`src/rtl/muldiv_unit_pkg.sv`:
```
// Shared definitions for the multiply/divide engine: operation encodings,
// FSM state codes and small decode helpers used by the top level and by EX.
package muldiv_unit_pkg;

  localparam int OP_W = 2;

  typedef enum logic [1:0] {
    OP_MULT  = 2'b00,
    OP_MULTU = 2'b01,
    OP_DIV   = 2'b10,
    OP_DIVU  = 2'b11
  } op_e;

  typedef enum logic [1:0] {
    ST_IDLE = 2'b00,
    ST_MUL  = 2'b01,
    ST_DIV  = 2'b10,
    ST_DONE = 2'b11
  } state_e;

  // Signed operations have a zero in the low opcode bit.
  function automatic logic op_is_signed(input logic [OP_W-1:0] op);
    return ~op[0];
  endfunction

  // Divide operations have a one in the high opcode bit.
  function automatic logic op_is_div(input logic [OP_W-1:0] op);
    return op[1];
  endfunction

endpackage

```
`src/rtl/muldiv_div_step.sv`:
```
// One radix-2 restoring division step.
// Ports:
//   rem_in   partial remainder (always < divisor on entry)
//   bit_in   next dividend bit shifted into the partial remainder
//   divisor  divisor magnitude
//   rem_out  partial remainder after the step
//   q_bit    quotient bit produced by the step
module muldiv_div_step #(
  parameter int WIDTH = 32
) (
  input  logic [WIDTH-1:0] rem_in,
  input  logic             bit_in,
  input  logic [WIDTH-1:0] divisor,
  output logic [WIDTH-1:0] rem_out,
  output logic             q_bit
);

  logic [WIDTH:0] partial;
  logic [WIDTH:0] trial;

  // Trial subtraction; a borrow (top bit set) means restore the partial remainder.
  always_comb begin
    partial = {rem_in, bit_in};
    trial   = partial - {1'b0, divisor};
    if (trial[WIDTH]) begin
      q_bit   = 1'b0;
      rem_out = partial[WIDTH-1:0];
    end else begin
      q_bit   = 1'b1;
      rem_out = trial[WIDTH-1:0];
    end
  end

endmodule

```
`src/rtl/muldiv_unit.sv`:
```
// Iterative multiply/divide engine for the EX stage (MULT/MULTU/DIV/DIVU).
// Build option: MULDIV_ITER_MUL_EN selects a one-bit-per-cycle shift-add
// multiplier (latency WIDTH+1); undefined selects a single registered product.
// Ports:
//   clk, rst        clock, synchronous active-high reset
//   start, op       request and operation (00 MULT, 01 MULTU, 10 DIV, 11 DIVU)
//   src_a, src_b    multiplicand/dividend, multiplier/divisor
//   annul           abort current operation, return to IDLE
//   busy, done      in-progress flag, one-cycle completion pulse
//   hi, lo          product high/low or remainder/quotient
//   div_by_zero     divide had a zero divisor (valid with done)
module muldiv_unit #(
  parameter int WIDTH = 32
) (
  input  logic             clk,
  input  logic             rst,
  input  logic             start,
  input  logic [1:0]       op,
  input  logic [WIDTH-1:0] src_a,
  input  logic [WIDTH-1:0] src_b,
  input  logic             annul,
  output logic             busy,
  output logic             done,
  output logic [WIDTH-1:0] hi,
  output logic [WIDTH-1:0] lo,
  output logic             div_by_zero
);
  import muldiv_unit_pkg::*;

  localparam int CNT_W = $clog2(WIDTH + 1);
  localparam logic [CNT_W-1:0] DIV_LAST = CNT_W'(WIDTH - 1);
`ifdef MULDIV_ITER_MUL_EN
  localparam logic [CNT_W-1:0] MUL_LAST = CNT_W'(WIDTH - 1);
`else
  localparam logic [CNT_W-1:0] MUL_LAST = CNT_W'(0);
`endif

  state_e                 state, next_state;
  logic                   accept;
  logic [CNT_W-1:0]       cnt;
  logic                   cnt_zero;
  // rem: partial remainder / product high half; quo: dividend->quotient / multiplier->product low half
  logic [WIDTH-1:0]       rem, quo, divisor, dividend_raw;
  logic                   neg_q, neg_r, b_zero;
  logic [WIDTH-1:0]       mag_a, mag_b;
  logic [WIDTH-1:0]       step_rem, q_mag, div_hi, div_lo;
  logic                   step_q;
  logic [WIDTH-1:0]       mul_rem_next, mul_quo_next;
  logic [2*WIDTH-1:0]     prod_mag, prod_res;

  assign cnt_zero = (cnt == {CNT_W{1'b0}});

  muldiv_div_step #(.WIDTH(WIDTH)) u_div_step (
    .rem_in  (rem),
    .bit_in  (quo[WIDTH-1]),
    .divisor (divisor),
    .rem_out (step_rem),
    .q_bit   (step_q)
  );

  // Next-state decode; annul overrides everything including a same-cycle start.
  always_comb begin
    next_state = state;
    accept     = 1'b0;
    if (annul) begin
      next_state = ST_IDLE;
    end else begin
      case (state)
        ST_IDLE, ST_DONE: begin
          if (start) begin
            accept     = 1'b1;
            next_state = op_is_div(op) ? ST_DIV : ST_MUL;
          end else begin
            next_state = ST_IDLE;
          end
        end
        ST_MUL, ST_DIV: begin
          if (cnt_zero) begin
            next_state = ST_DONE;
          end else begin
            next_state = state;
          end
        end
        default: next_state = ST_IDLE;
      endcase
    end
  end

  // Operand magnitudes and result fix-up (sign restore, divide-by-zero override).
  always_comb begin
    if (op_is_signed(op) && src_a[WIDTH-1]) begin
      mag_a = -src_a;
    end else begin
      mag_a = src_a;
    end
    if (op_is_signed(op) && src_b[WIDTH-1]) begin
      mag_b = -src_b;
    end else begin
      mag_b = src_b;
    end

    q_mag = {quo[WIDTH-2:0], step_q};
    if (b_zero) begin
      div_lo = {WIDTH{1'b1}};
      div_hi = dividend_raw;
    end else begin
      div_lo = neg_q ? -q_mag : q_mag;
      div_hi = neg_r ? -step_rem : step_rem;
    end

`ifdef MULDIV_ITER_MUL_EN
    // Shift-add: add the multiplicand when the multiplier LSB is set, then shift right.
    begin
      logic [WIDTH:0] mul_sum;
      mul_sum      = {1'b0, rem} + (quo[0] ? {1'b0, divisor} : {(WIDTH+1){1'b0}});
      mul_rem_next = mul_sum[WIDTH:1];
      mul_quo_next = {mul_sum[0], quo[WIDTH-1:1]};
    end
    prod_mag = {mul_rem_next, mul_quo_next};
`else
    mul_rem_next = rem;
    mul_quo_next = quo;
    prod_mag     = {{WIDTH{1'b0}}, quo} * {{WIDTH{1'b0}}, divisor};
`endif
    prod_res = neg_q ? -prod_mag : prod_mag;
  end

  // State register and registered busy/done decoded from the next state.
  always_ff @(posedge clk) begin
    if (rst) begin
      state <= ST_IDLE;
      busy  <= 1'b0;
      done  <= 1'b0;
    end else begin
      state <= next_state;
      busy  <= (next_state == ST_MUL) || (next_state == ST_DIV);
      done  <= (next_state == ST_DONE);
    end
  end

  // Datapath: operand latch on accept, one iteration per cycle, results written on the last step.
  always_ff @(posedge clk) begin
    if (rst) begin
      cnt          <= {CNT_W{1'b0}};
      rem          <= {WIDTH{1'b0}};
      quo          <= {WIDTH{1'b0}};
      divisor      <= {WIDTH{1'b0}};
      dividend_raw <= {WIDTH{1'b0}};
      neg_q        <= 1'b0;
      neg_r        <= 1'b0;
      b_zero       <= 1'b0;
      hi           <= {WIDTH{1'b0}};
      lo           <= {WIDTH{1'b0}};
      div_by_zero  <= 1'b0;
    end else if (accept) begin
      cnt          <= op_is_div(op) ? DIV_LAST : MUL_LAST;
      rem          <= {WIDTH{1'b0}};
      quo          <= mag_a;
      divisor      <= mag_b;
      dividend_raw <= src_a;
      neg_q        <= op_is_signed(op) & (src_a[WIDTH-1] ^ src_b[WIDTH-1]);
      neg_r        <= op_is_signed(op) & src_a[WIDTH-1];
      b_zero       <= (src_b == {WIDTH{1'b0}});
    end else if (!annul && state == ST_DIV) begin
      rem <= step_rem;
      quo <= q_mag;
      if (cnt_zero) begin
        hi          <= div_hi;
        lo          <= div_lo;
        div_by_zero <= b_zero;
      end else begin
        cnt <= cnt - CNT_W'(1);
      end
    end else if (!annul && state == ST_MUL) begin
      rem <= mul_rem_next;
      quo <= mul_quo_next;
      if (cnt_zero) begin
        hi          <= prod_res[2*WIDTH-1:WIDTH];
        lo          <= prod_res[WIDTH-1:0];
        div_by_zero <= 1'b0;
      end else begin
        cnt <= cnt - CNT_W'(1);
      end
    end else begin
      cnt <= cnt;
    end
  end

endmodule

```
`config.mk`:
```
export PLATFORM = sky130hd
export DESIGN_NAME = muldiv_unit
export DESIGN_NICKNAME = d
export VERILOG_FILES = /design/src/rtl/muldiv_unit_pkg.sv /design/src/rtl/muldiv_div_step.sv /design/src/rtl/muldiv_unit.sv
export SDC_FILE = /design/constraint.sdc
export NUM_CORES = 2
export LEC_CHECK = 0
export CAP_MARGIN = 10
export CORE_AREA = 2 2 411 413
export CTS_BUF_LIST = sky130_fd_sc_hd__clkbuf_16
export DETAILED_ROUTE_END_ITERATION = 10
export DIE_AREA = 0 0 413 415
export GPL_TIMING_DRIVEN = 0
export PLACE_DENSITY = 0.49
export SYNTH_ARGS = -nofsm -noshare
export SYNTH_HDL_FRONTEND = slang
export SYNTH_SLANG_ARGS = --single-unit
```
`constraint.sdc`:
```
create_clock -name clk -period 13.8 [get_ports clk]
set_input_delay 2.07 -clock clk [delete_from_list [all_inputs] [get_ports clk]]
set_output_delay 2.07 -clock clk [all_outputs]
set_load 0.02 [all_outputs]
```
# Word level (Yosys, flattened, before mapping)
# Index checks and enable logic that the tools add are counted.
# W data, S select, Z words.
# op_classes
n_reduce_logical	16
n_addsub	7
bitwise	5
eq_ne	8
n_mux	36
mul	1
# ops
op	n
$mux W32	17
$neg A32 Y32	4
$mul A32 B32 Y64	1
$mux W64	1
$neg A64 Y64	1
$sub A33 B32 Y33	1
$logic_not A32 Y1	1
$mux W6	4
$eq A2 B2 Y1 const B	4
$mux W1	8
$mux W2	4
$logic_not A6 Y1	1
$reduce_or A2 Y1	3
$sub A6 B1 Y6 const B	1
$mux W5	1
$eq A2 B1 Y1 const B	2
$logic_and A1 B1 Y1	4
$ne A2 B2 Y1 const B	2
$pmux W2 S2	1
$reduce_and A4 Y1	1
$reduce_bool A2 Y1	2
$reduce_bool A3 Y1	1
$and A1 B1 Y1	2
$logic_not A2 Y1	1
4 further kinds	5
# word_totals
ff_bits	206
word_cells	87
input_bits	70
output_inout_bits	67

# Logic depth before layout (Yosys ltp)
# depth
ltp_word	7
depth_mapped	32
depth_no_buf	29

# Hierarchy
# From an unflattened synthesis, not the netlist that was laid out.
# hier_totals
cells_unflattened	5886
hier_area_um2	49243.5
# by_module_without_submodules
mod	seq_area_each_um2	instances	area_each_um2	cells_per_inst
muldiv_unit	4124.0	1	46885.0	5581
muldiv_div_step	0.0	1	2358.5	305

# Worst setup path after synthesis
# No wires, ideal clock.
# synth_timing
kind	reg2reg
from	register quo[29] (netlist: mul_quo_next[29])
to	register hi[23]
path_stages_with_launch	31
arrival_time_ns	8.667
setup_time_ns	0.069
synth_period_minus_slack_ns	8.736
path_buffers	5
t_required_ns	13.731
setup_slack_ns	5.064
path_cell_list	dfxtp_1 -> clkbuf_1 -> buf_1 -> nand2_1 -> fa_1 -> fa_1 -> inv_1 -> fa_1 -> inv_1 -> fa_1 -> inv_1 -> fa_1 -> fa_1 -> fa_1 -> fa_1 -> ha_1 -> buf_2 -> and4_1 -> clkbuf_1 -> nand3_1 -> or4bb_1 -> o311ai_1 -> nor2_1 -> xnor2_1 -> nor4b_1 -> nand2_1 -> or4_4 -> buf_6 -> o41ai_2 -> mux2_1 -> o21ai_1
# synth_between
elab_chain_cells	6
# synth_lines
item	line_no	text
start: declaration	muldiv_unit.sv:43	logic [WIDTH-1:0] rem, quo, divisor, dividend_raw;
start signal: assignment	muldiv_unit.sv:146	quo <= {WIDTH{1'b0}};
start signal: assignment	muldiv_unit.sv:158	quo <= mag_a;
start signal: assignment	muldiv_unit.sv:166	quo <= q_mag;
$mul A32 B32 Y64 *	muldiv_unit.sv:123	prod_mag = {{WIDTH{1'b0}}, quo} * {{WIDTH{1'b0}}, divisor};
$neg A64 Y64	muldiv_unit.sv:125	prod_res = neg_q ? -prod_mag : prod_mag;
$mux W64 *	muldiv_unit.sv:125	
$mux W32 *	muldiv_unit.sv:177	if (cnt_zero) begin
$mux W32 *	muldiv_unit.sv:174	end else if (!annul && state == ST_MUL) begin
$mux W32 *	muldiv_unit.sv:164	end else if (!annul && state == ST_DIV) begin
end signal: assignment	muldiv_unit.sv:152	hi <= {WIDTH{1'b0}};
end signal: assignment	muldiv_unit.sv:168	hi <= div_hi;
end signal: assignment	muldiv_unit.sv:178	hi <= prod_res[2*WIDTH-1:WIDTH];
end: declaration	muldiv_unit.sv:24	output logic [WIDTH-1:0] hi,
# Every way passes the cells marked *; elsewhere a longest branch is shown, timed or not. The select of a mux whose other input is x is not followed.
# A chain may end at the register's enable or synchronous reset.

# Final worst setup path
# layout_timing
from	register quo[17] (netlist: mul_quo_next[17])
to	register hi[24]
# Same word-level chain as after synthesis.

==> impl_metrics.ini <==
[clock_tree]
cts_tree = built
ctsLongestPathBuffers = 3
insertion_delay_ns = 0.60
htreeDepth = 1
cts.clk_slew.worst_paths_ns = 0.07
cts_resized = 0
ctsHoldBuffers = 0
post_cts_buffers = 0
cts_buffers = 26
root_buffer = clkbuf_16
clock_sinks = 206

[synthesis]
avgSynthCellArea_um2 = 8.25
ys_types = 102
ys.flop_type = dfxtp_1
yosysTopAreaCell = fa_1
synth.area.top_cells = fa_1 (36%), dfxtp_1 (8.3%), ha_1 (7.6%)
yosysWarningCount = 0
synth-edff-count = 0
synthCells = 6047
ys_seq_area_share_pct = 8.26
synth_top_area_share_pct = 36.0
syn-num-nets = 7319
synth_seq_cells = 206
async_flop_share_pct = 0
synthesis.area_mm2 = 0.0499

[layout]
synthToLayoutAreaGrowth_pct = 10.2
drive_above_1_share_pct = 2.13
utilization_pct = 33.0
nets = 7486
layout_commonest_cell = inv_1
final_cell_mix = inv_1 (921), fa_1 (897), nand2_1 (837), and2_1 (558), clkbuf_1 (341)

[die]
dieWidth_um = 413
initial_utilization_pct = 29.9
fp.dieArea_mm2 = 0.171
top_level_ports = 137
fp.coreArea_mm2 = 0.167
rows = 150
die_h_um = 415

[route]
dr_total_vias = 45500
wirelength_mm = 237
drc = 0
routedWlPerCell_um = 28.0
ant_nets = 0
first_pass_iters = 6
drtIter0Drc = 4541
avgViaCountPerCell = 5.39

[place]
port_buffers = 135
dpl.hpwl_mm = 202
gp_congestion = 1.02

[critical_path]
worst-path-max-fanout = 10
cp.arrival_ns = 12.39
end_kind = register
worstSetupStartpointType = register
required_ns = 14.34
rrSetupSlack_ns = 1.95
path_class = register to register

[sta]
fmax_mhz = 84.4
hold_violations = 0
fin_tns_setup_ns = 0
rsz0062_at_grt = false
tightest_slew_ns = 1.33
slew_headroom_pct = 11.3
finalSetupViolations = 0
maxSlewViolCount = 0
min_period_ns = 11.85
period_share_pct = 85.9
finClkSkew_ns = 0.0257

[grt]
grt_pass1_wl_mm = 339
overflow = 0
grt_max_degree = 14
grt_usage_pct = 27.4
antenna_found_initial = 35
grt_pass1_vias = 46400

[power_and_ir_drop]
ir_drop_v = 0.0000973
switching_share_pct = 55.6
finalPower_mw = 4.80
pwr-share-comb_pct = 70.5
sequentialPowerShare_pct = 13.8
power.leakage_nw = 24.1
cellInternalPower_mw = 2.13
clockPowerShare_pct = 15.7
p_switching_mw = 2.67
power_density_mw_per_mm2 = 87.3

[min_path]
hold_class = register to register

[flow_run]
cap_violations = 0

[run_status]
outcome = finished clean
[final timing paths]
kind                                 startpoint                   to  cells past startpoint
setup / recovery  mul_quo_next[17]$_SDFFE_PP0N_  hi[24]$_SDFFE_PP0P_                     27
hold / removal              lo[15]$_SDFFE_PP0P_  lo[15]$_SDFFE_PP0P_                      2
setup reg to reg  mul_quo_next[17]$_SDFFE_PP0N_  hi[24]$_SDFFE_PP0P_                     27
hold reg to reg             lo[15]$_SDFFE_PP0P_  lo[15]$_SDFFE_PP0P_                      2
[Yosys cell counts, types with 8 or more instances]
| master | count |
|---|---|
| a21boi_0 | 8 |
| o21bai_1 | 14 |
| a21o_1 | 36 |
| buf_1 | 35 |
| clkbuf_1 | 341 |
| a221oi_1 | 14 |
| xnor2_1 | 124 |
| nor2_1 | 332 |
| nand2b_1 | 24 |
| dfxtp_1 | 206 |
| mux2i_1 | 37 |
| ha_1 | 305 |
| o221ai_1 | 24 |
| or4_1 | 16 |
| o21ai_0 | 145 |
| and3_1 | 15 |
| and2_1 | 558 |
| a211oi_1 | 100 |
| nor4_1 | 38 |
| a21oi_1 | 258 |
| a311oi_1 | 36 |
| nor3b_1 | 12 |
| buf_2 | 20 |
| nor2b_1 | 13 |
| a31oi_1 | 24 |
| fa_1 | 897 |
| or2_2 | 13 |
| xor2_1 | 76 |
| inv_1 | 919 |
| o21ai_1 | 10 |
| nand3_1 | 71 |
| o21a_1 | 25 |
| o31ai_1 | 48 |
| and4_1 | 13 |
| or3_1 | 37 |
| o2111ai_1 | 11 |
| nand2_1 | 837 |
| a2111oi_0 | 9 |
| nand4_1 | 44 |
| o41ai_1 | 13 |
| nor3_1 | 91 |
| o211ai_1 | 34 |
[registers in the layout, indices dropped and copies added (netlist names)]
name,cells
neg_r,1
neg_q,1
hi,32
mul_rem_next,32
state,2
b_zero,1
dividend_raw,32
cnt,6
div_by_zero,1
busy,1
mul_quo_next,32
divisor,32
lo,32
done,1
[per-layer routing]
metal,up-vias,wire length [µm],global-route usage [%]
li1,19700,-,-
met1,23200,97800,36.5
met2,2179,107000,43.6
met3,399,20900,5.19
met4,6,10900,10.6
met5,-,47,0
[critical path: stages, from the launching register on]
cell and delay (ns):
dfxtp_1 0.31, clkbuf_1 0.90, buf_1 0.97, nand2_1 0.20
fa_1 0.57, fa_1 0.55, inv_1 0.05, fa_1 0.48
fa_1 0.61, fa_1 0.48, fa_1 0.47, fa_1 0.58
inv_1 0.09, fa_1 0.50, inv_1 0.05, ha_1 0.26
clkbuf_1 0.31, nand4_1 0.37, nor4_1 0.55, nand4_1 0.25
a21oi_1 0.78, nor3_1 0.13, xnor2_1 0.44, nand4_1 0.48
nor4_1 0.70, a31o_2 0.28, mux2i_1 0.29, a21o_1 0.11
[area by class of cell]
class	count	area [µm²]
antenna	12	30.0
buffer	399	1550
clock buffer	27	676
clock inverter	21	224
fill	17900	112000
inverter	924	3470
multi-input combinational	4518	40800
sequential	206	4120
tap	2204	2760
timing repair buffer	139	1390
[per-stage QoR]
stage | cell area, µm² | worst slack (ns) | hold slack (ns) | cells
floorplan | 49900 | 5.06 | 0.431 | 6047
global placement | 54000 | 2.16 | 0.436 | 8386
detailed placement | 54100 | 2.24 | 0.439 | 8390
CTS | 55000 | 2.17 | 0.449 | 8438
global route | 55000 | 1.66 | 0.461 | 8441
finish | 55000 | 1.95 | 0.444 | 8450
[kinds of logic after synthesis]
family	share of synthesized area, %
AO/OA/AOI/OAI	12.6
XOR/XNOR	3.51
buffers and inverters	10.0
adder cells (fa/ha/maj)	43.6
flip-flops	8.26
AND/OR/NAND/NOR	21.1
multiplexers	0.878
[power by group through the flow]
stage | combinational (mW) | clock [mW] | sequential (mW)
after floorplan | 2.01 | 0 | 0.662
after global placement | 3.26 | 0 | 0.674
after detailed placement | 3.25 | 0 | 0.674
after CTS | 3.30 | 0.757 | 0.661
after global routing | 3.61 | 0.775 | 0.665
final | 3.39 | 0.753 | 0.663
Power figures use the tool's default switching activity.
